<file path="config.mk">
export PLATFORM = sky130hd
export DESIGN_NAME = disc_flipper
export DESIGN_NICKNAME = d
export VERILOG_FILES = /design/src/rtl/disc_flipper.sv
export SDC_FILE = /design/constraint.sdc
export NUM_CORES = 1
export LEC_CHECK = 0
export ABC_AREA = 1
export BUFFER_PORTS_ARGS = -buffer_cell sky130_fd_sc_hd__buf_2
export CORE_ASPECT_RATIO = 1.5
export CORE_MARGIN = 8
export CORE_UTILIZATION = 55
export CTS_CLUSTER_SIZE = 24
export DETAILED_ROUTE_END_ITERATION = 12
export HOLD_SLACK_MARGIN = 0.05
export PLACE_DENSITY = 0.77
export SLEW_MARGIN = 15
export SYNTH_ARGS = -nofsm -noshare
export SYNTH_HDL_FRONTEND = slang
export SYNTH_SLANG_ARGS = --single-unit
</file>
<file path="constraint.sdc">
create_clock -name clock -period 3.7 [get_ports clock]
set_clock_uncertainty 0.1 [all_clocks]
set_input_delay 0.37 -clock clock [delete_from_list [all_inputs] [get_ports clock]]
set_output_delay 0.37 -clock clock [all_outputs]
set_load 0.01 [all_outputs]
</file>
<file path="src/rtl/disc_flipper.sv">
// rtl/disc_flipper.sv - commits a validated move to board RAM and flips captured discs
// Optional feature macro: DISC_FLIPPER_ERR_EN (adds sticky err output for abnormal walks)
module disc_flipper #(
    parameter int MAX_WALK = 8
) (
    input  logic       clock,
    input  logic       reset,
    input  logic       start,
    input  logic [6:0] s_addr_in,
    input  logic       player,
    input  logic [7:0] dir_mask,
    input  logic [1:0] data_in,
    output logic [6:0] addr_out,
    output logic       wren_o,
    output logic [1:0] data_out,
    output logic       busy,
    output logic       done,
    output logic [5:0] flip_count
`ifdef DISC_FLIPPER_ERR_EN
    ,
    output logic       err
`endif
);
    localparam int WW = $clog2(MAX_WALK + 1);
    localparam logic [WW-1:0] WALK_LIMIT = WW'(MAX_WALK);

    typedef enum logic [2:0] {IDLE, PLACE, SCAN, RD, CHK, WR, DONE} state_t;
    state_t state, state_nxt;

    logic [6:0]    origin;
    logic [6:0]    cur;
    logic [6:0]    rd_addr;
    logic [1:0]    own;
    logic [1:0]    opp;
    logic [7:0]    mask;
    logic [2:0]    dir_idx;
    logic [WW-1:0] walk;
    logic          last_dir;
    logic          can_flip;

    // Step offsets on the 10x10 padded board, encoded modulo 128.
    function automatic logic [6:0] step_of(input logic [2:0] d);
        case (d)
            3'd0:    step_of = 7'd117;
            3'd1:    step_of = 7'd118;
            3'd2:    step_of = 7'd119;
            3'd3:    step_of = 7'd127;
            3'd4:    step_of = 7'd1;
            3'd5:    step_of = 7'd9;
            3'd6:    step_of = 7'd10;
            default: step_of = 7'd11;
        endcase
    endfunction

    assign opp      = ~own;
    assign rd_addr  = cur + step_of(dir_idx);
    assign last_dir = (dir_idx == 3'd7);
    assign can_flip = (data_in == opp) && (walk < WALK_LIMIT);
    assign busy     = (state != IDLE);

    always_ff @(posedge clock or negedge reset) begin
        if (!reset) begin
            state <= IDLE;
        end else begin
            state <= state_nxt;
        end
    end

    always_comb begin
        state_nxt = state;
        addr_out  = 7'd0;
        wren_o    = 1'b0;
        data_out  = 2'b00;
        done      = 1'b0;
        case (state)
            IDLE: begin
                if (start) state_nxt = PLACE;
            end
            PLACE: begin
                addr_out  = origin;
                wren_o    = 1'b1;
                data_out  = own;
                state_nxt = SCAN;
            end
            SCAN: begin
                if (mask[dir_idx])  state_nxt = RD;
                else if (last_dir)  state_nxt = DONE;
            end
            RD: begin
                addr_out  = rd_addr;
                state_nxt = CHK;
            end
            CHK: begin
                if (can_flip)      state_nxt = WR;
                else if (last_dir) state_nxt = DONE;
                else               state_nxt = SCAN;
            end
            WR: begin
                addr_out  = cur;
                wren_o    = 1'b1;
                data_out  = own;
                state_nxt = RD;
            end
            DONE: begin
                done      = 1'b1;
                state_nxt = IDLE;
            end
            default: state_nxt = IDLE;
        endcase
    end

    always_ff @(posedge clock or negedge reset) begin
        if (!reset) begin
            origin     <= 7'd0;
            own        <= 2'b00;
            mask       <= 8'd0;
            dir_idx    <= 3'd0;
            cur        <= 7'd0;
            walk       <= '0;
            flip_count <= 6'd0;
`ifdef DISC_FLIPPER_ERR_EN
            err        <= 1'b0;
`endif
        end else begin
            case (state)
                IDLE: begin
                    if (start) begin
                        origin     <= s_addr_in;
                        own        <= player ? 2'b10 : 2'b01;
                        mask       <= dir_mask;
                        dir_idx    <= 3'd0;
                        flip_count <= 6'd0;
`ifdef DISC_FLIPPER_ERR_EN
                        err        <= 1'b0;
`endif
                    end
                end
                SCAN: begin
                    if (mask[dir_idx]) begin
                        cur  <= origin;
                        walk <= '0;
                    end else if (!last_dir) begin
                        dir_idx <= dir_idx + 3'd1;
                    end
                end
                RD: begin
                    cur  <= rd_addr;
                    walk <= walk + 1'b1;
                end
                CHK: begin
                    if (!can_flip) begin
                        if (!last_dir) dir_idx <= dir_idx + 3'd1;
`ifdef DISC_FLIPPER_ERR_EN
                        // Anything but the own disc ends the walk abnormally.
                        if (data_in != own) err <= 1'b1;
`endif
                    end
                end
                WR: begin
                    if (flip_count != 6'd63) flip_count <= flip_count + 6'd1;
                end
                default: ;
            endcase
        end
    end
endmodule

</file>
==> impl_results.md, run 1 <==
- Clk buf depth: 2
- Placement row count: 30
- Arr. time, crit path: 2.86 ns
- Int Pwr: 1290 uW
- Drt total wl: 5600 microns
- CP Capture Type: output pin
- Via Count: 2256
- CTS tree: done
- Final nets: 417
- Area contributors post-synth: dfrtp_1, nand2_1, ha_1, inv_1, nand3_1
- First-pass DRT Iterations: 4
- Netlist Area Pre-Place: 2620 sq um
- Clock Latency Late Sink: 0.30 ns
- Post-route setup TNS: 0 ns
- Most common cell after layout, fill and taps aside: nand2_1
- Sw frac: 48.6%
- Placed cell area: 2840 sq um
- Max incr delay on CP: 0.56 ns
- Nature of the critical path startpoint: flop
- Worst-path clk slew: 0.08 ns
- Leak: 0.00158 uW
- Grt met2 use: around 30%
- Register area share after synthesis: 38.3%
- Area leader, netlist: dfrtp_1
- Share of cells above drive strength 1: 19.6%
- Net Sw Power: 1220 uW
- Largest net degree at the start of global routing: 41
- Post-synthesis cell count: 343
- Worst EP required: around 3.2 ns
- CP Class: flop to output pin
- Area growth from synthesis to layout: 12.2%
- Power Dens Cells: 853 nW/um^2
- Max Cap Viol: 0
- Tcrit/Tclk final: 90.0%
- Hold buffer count at cts: 0
- Fin. max-slew vios: 0
- Core Footprint: approximately 4500 sq um
- Most frequent cells in the layout: nand2_1, inv_1, dfrtp_1
- IO buf count: 38
- Clk sinks: 40
- Die Wd: 72.3 microns
- Synth top area share: around two fifths
- Design area: 2930 sq um
- Count of different cell masters after synthesis: 36
- Die area: approximately 7300 sq um
- RSZ-0062 raised after global routing: no
- Die H: ~100 microns
- Avg Inst Size Synth: 7.62 sq um
- EDFF count, synth: 0
- Final-report hold violation count: 0
- Drt drc: 0
- Post-synthesis net count: 379
- WL/cell: 12.5 microns
- Critical-path maximum fanout: 12
- HP Class: primary input to asynchronous set/reset pin
- Gp weighted congestion: 0.850
- Ys flop type: dfrtp_1
- Comb power frac: between 50% and 60%
- Root Buffer: clkbuf_8
- DRT antenna net count: 0
- Post-cts gate resize count: 0
- Slowest CP cell: dfrtp_1
- CTS buffer count: 5
- Final worst path period need: 3.33 ns
- Synth warn: 0
- Overflow after GRT: 0
- Starting Density: 57.6%
- Fraction of registers with async set/reset: 100%
- Buf/Inv on CP: 4
- Status: finished clean
- DR iter-0 viols: 108
- CTS H-tree lvls: 2
- Hpwl dp: 4260 microns
- Drt via density: 5.06
- Worst path cell trace: inv_2 > ha_1 > o2111ai_1 > ha_1 > inv_1 > fa_1 > inv_1 > nand3_1 > nand2_1 > nand2_1 > nand2_1 > nand2_1 > nand3_1 > nand3_1 > buf_2
- Post-CTS Setup Bufs: 0
- Peak supply drop: between 300 and 400 uV
- Met3 GRT Util: under 10%
- Worst slew pin tran: between 0.9 and 1 ns
- Max Clock Freq: around 300 MHz
- Slew Limit Headroom: 36.2%
- Top delay family on crit path: adder cells
- Number of global-route vias before repair: around 2300
- Total track usage: roughly 17%
- Initial antenna violation count: 0
- GRT busiest layer: met2
- M1 GR Usage: 18.3%
- Ports: 39
- Synth Register Bits: 40
- Top cell by count, worst path: nand2_1
- Final Setup Violations: 0
- Ant diodes: 0
- First-pass GRT wire length: between 9000 and 10000 microns
- Clock Power Share: 12.6%
- Sequential power share: slightly below 30%
routing by layer:
metal,vias up,wire length (microns)
li1,1181,-
met2,43,2900
met5,-,0
met3,10,205
met1,1022,2380
met4,0,110
cells in the mapped netlist (all sizes together) (2+ instances only):
cell,number
a21oi,8
buf,7
dfrtp,40
ha,14
inv,53
nand2,104
nand3,33
nand3b,2
nand4,7
nor2,25
nor3,2
o211ai,4
o21ai,30
o221ai,3
xnor2,2
xor2,3
path summary, 6_finish.rpt:
path | slack, ns | cells after the start | to | startpoint
max | 0.37 | 15 | addr_out[6] | dir_idx[0]
min | 0.09 | 1 | origin[4] | reset
max reg2reg | 1.06 | 14 | cur[6] | dir_idx[0]
min reg2reg | 0.38 | 2 | mask[4] | mask[4]
max in group asynchronous | 2.85 | 1 | walk[3] | reset
min in group clock | 0.16 | 3 | mask[4] | dir_mask[4]
power groups by stage:
stage               registers, uW  clock network, uW  logic [uW]
finish                        735                315        1450
global route                  755                332        1670
CTS                           734                326        1460
detailed placement            743                  0        1460
global placement              737                  0        1410
floorplan                     709                  0        1170
worst reg2reg max path: cells and delay by family, from the launching register on:
kind | cells | cell delay (ns)
fa+ha+maj | 3 | 0.87
flops | 1 | 0.56
compound gates | 1 | 0.22
simple gates | 7 | 0.52
buf+inv | 3 | 0.25
final cells by class:
cell class | instances | area (sq um)
multi-input cells | 243 | 1360
flip-flops and latches | 40 | 1000
fillers | 417 | 1610
inverters | 53 | 206
clock inverters | 2 | 15.0
well taps | 64 | 80.1
repair buffers | 38 | 190
clock buffers | 6 | 82.6
registers in the layout (all words and copies together) (netlist names):
signal and flops:
cur 7, dir_idx 3, flip_count 6, mask 8, origin 7, own 2, state 3, walk 4
cells by family after synthesis:
| logic type | Yosys count | synth area share [%] |
|---|---|---|
| AO/OA/AOI/OAI | 49 | 11.1 |
| flip-flops | 40 | 38.3 |
| XOR/XNOR | 5 | 1.67 |
| buffers and inverters | 60 | 9.76 |
| adder cells (fa/ha/maj) | 15 | 7.46 |
| AND/OR/NAND/NOR | 174 | 31.7 |
metrics by stage:
| stage | setup WS, ns | hold WS, ns | power, uW | utilization, % | cells |
|---|---|---|---|---|---|
| 6_report | 0.370 | 0.0885 | 2500 | 64.6 | 446 |
| 5_1_grt | 0.0727 | 0.172 | 2760 | 64.6 | 446 |
| 4_1_cts | 0.365 | 0.119 | 2520 | 64.6 | 446 |
| 3_5_place_dp | 0.719 | 0.370 | 2200 | 62.5 | 438 |
| 3_3_place_gp | 0.809 | 0.361 | 2150 | 62.5 | 438 |
| 2_1_floorplan | 1.07 | -0.0256 | 1880 | - | 343 |
Power figures use the tool's default switching activity.
==> run 2: changes to the inputs <==
--- a/config.mk
+++ b/config.mk
@@ -7,7 +7,6 @@
 export LEC_CHECK = 0
 export ABC_AREA = 1
 export BUFFER_PORTS_ARGS = -buffer_cell sky130_fd_sc_hd__buf_2
-export CORE_ASPECT_RATIO = 1.5
 export CORE_MARGIN = 8
 export CORE_UTILIZATION = 55
 export CTS_CLUSTER_SIZE = 24
==> impl_results.md, run 2 (synthesis gave the netlist of run 1 again) <==
- Slowest CP cell: dfrtp_1
- Die area: 7220 sq um (-0.62%)
- Gp weighted congestion: 0.903 (+6.3%)
- Top cell by count, worst path: nand2_1
- Slew Limit Headroom: 39.6% (+3.4 points)
- Grt met2 use: 27.6% (-2.5 points)
- Regs by FF count: mask (8), cur (7), origin (7)
- Ports: 39 (unchanged)
- Final-report hold violation count: 0 (unchanged)
- First-pass DRT Iterations: 4 (unchanged)
- Die H: 85.0 microns (-15%)
- Fin. max-slew vios: 0 (unchanged)
- GRT busiest layer: met2
- Worst path cell trace: inv_2 > ha_1 > o2111ai_1 > ha_1 > inv_1 > fa_1 > inv_1 > nand3_1 > nand2_1 > nand2_1 > nand2_1 > nand2_1 > nand3_1 > nand3_1 > buf_2
- IO buf count: 38 (unchanged)
- Ant diodes: 0 (unchanged)
- Max reg flops: 8 (unchanged)
- Placed Instances: 429 (-2.1%)
- Via Count: 2308 (+2.3%)
- Hpwl dp: 4260 microns (about the same)
- R2R setup slack: 1.05 ns (about the same)
- Root Buffer: clkbuf_8
- Max incr delay on CP: 0.56 ns (about the same)
- Worst-path clk slew: 0.09 ns (about the same)
- Post-route setup TNS: 0 ns (unchanged)
- CTS buffer count: 5 (unchanged)
- Critical-path maximum fanout: 12 (unchanged)
- Overflow after GRT: 0 (unchanged)
- Overall power: 2550 uW (+1.7%)
- Worst EP required: 3.23 ns (about the same)
- Peak supply drop: 435 uV (+29%)
- First-pass GRT wire length: 10000 microns (+0.97%)
- Arr. time, crit path: 2.89 ns (+0.03 ns)
- Power Dens Cells: 865 nW/um^2 (+1.4%)
- Final nets: 418 (+0.24%)
- Clock Latency Late Sink: 0.30 ns (about the same)
- Non-filler instance count after layout: 437 (-2.0%)
- Starting Density: 56.1% (-1.5 points)
- Worst slew pin tran: 0.906 ns (-0.0502 ns)
- DRT antenna net count: 0 (unchanged)
- Met3 GRT Util: 3.86% (+0.57 points)
- Hold buffer count at cts: 0 (unchanged)
- Most flops, register: mask
- Share of cells above drive strength 1: 19.8% (+0.21 points)
- Tcrit/Tclk final: 90.7% (+0.68 points)
- Fill count: 419 (+0.48%)
- HP Class: primary input to asynchronous set/reset pin
- Area growth from synthesis to layout: 12.5%
- RSZ-0062 raised after global routing: no
- Core Footprint: 4660 sq um (+2.6%)
- Largest net degree at the start of global routing: 41 (unchanged)
- CTS tree: done
- Status: finished clean
- Final Setup Violations: 0 (unchanged)
- Most common cell after layout, fill and taps aside: nand2_1
- M1 GR Usage: 21.7% (+3.4 points)
- Nature of the critical path startpoint: flop
- Total track usage: 17.1% (+0.26 points)
- Max Cap Viol: 0 (unchanged)
- Initial antenna violation count: 0 (unchanged)
- CP Class: flop to output pin
- Die Wd: 85.0 microns (+18%)
- Final worst path period need: 3.36 ns (+0.0251 ns)
- Placed cell area: 2830 sq um (-0.18%)
- Max Clock Freq: 298 MHz (-0.75%)
- CTS H-tree lvls: 2 (unchanged)
- CP Capture Type: output pin
- Placement row count: 25 (-17%)
- Clk sinks: 40 (unchanged)
- DR iter-0 viols: 212 (+96%)
- Leak: 0.00160 uW (+1.0%)
- Worst r2r path cells: 14 (unchanged)
- Drt via density: 5.28 (+4.4%)
- Final Util: 63.1% (-1.5 points)
- Drt total wl: 5730 microns (+2.4%)
- WL/cell: 13.1 microns (+4.5%)
- Post-CTS Setup Bufs: 0 (unchanged)
- Number of global-route vias before repair: 2192 (-6.7%)
- Clk buf depth: 2 (unchanged)
- Drt drc: 0 (unchanged)
- Most frequent cells in the layout: nand2_1, inv_1, dfrtp_1
- Design area: 2940 sq um (+0.30%)
- Post-cts gate resize count: 0 (unchanged)
==> run 2: cell types whose count changed in the layout (fill, tap and decap cells not counted) <==
cell | previous run | this run
buf_4 | 0 | 1
bufinv_16 | 0 | 1
clkinv_2 | 0 | 1
clkinvlp_4 | 2 | 1
clkbuf_8 | 6 | 5
==> run 2: where the power goes <==
part	switching, uW	total, uW	internal [uW]
Clock	164	364	200
Combinational	919	1440	525
Sequential	131	739	608
Total	1210	2550	1330
==> run 2: critical path, delay by kind of cell (launching register included) <==
family | cells | cell delay [ns]
flip-flops | 1 | 0.56
adder cells (fa/ha/maj) | 3 | 0.88
AND/OR/NAND/NOR | 7 | 0.52
buffers and inverters | 4 | 0.38
AO/OA/AOI/OAI | 1 | 0.23
==> run 2: final timing paths <==
check | to | startpoint
worst max register to register | cur[6] | dir_idx[0]
worst min-delay path | walk[3] | reset
worst max-delay path | addr_out[6] | dir_idx[0]
max in group asynchronous | origin[5] | reset
worst min register to register | walk[2] | walk[2]
min in group clock | mask[4] | dir_mask[4]
==> run 2: final cells by class <==
cell class                      instances  area (sq um)  area share (%)
Inverter                               53           206            7.02
Timing Repair Buffer                   39           198            6.72
Clock inverter                          3          42.5            1.45
Tap cell                               54          67.6            2.30
Clock buffer                            5          68.8            2.34
Multi-Input combinational cell        243          1360            46.2
Sequential cell                        40          1000            34.0
==> run 2: through the flow <==
step / setup slack (ns) / hold slack, ns
finish: 0.345 / 0.101
global route: 0.106 / 0.172
CTS: 0.347 / 0.134
detailed placement: 0.694 / 0.382
global placement: 0.795 / 0.370
floorplan: 1.07 / -0.0256
==> run 2: per-layer routing <==
layer / wire [microns] / part of all wire (%)
met5: 0 / 0
met4: 72 / 1.3
met3: 354 / 6.2
met2: 2720 / 48
met1: 2580 / 45
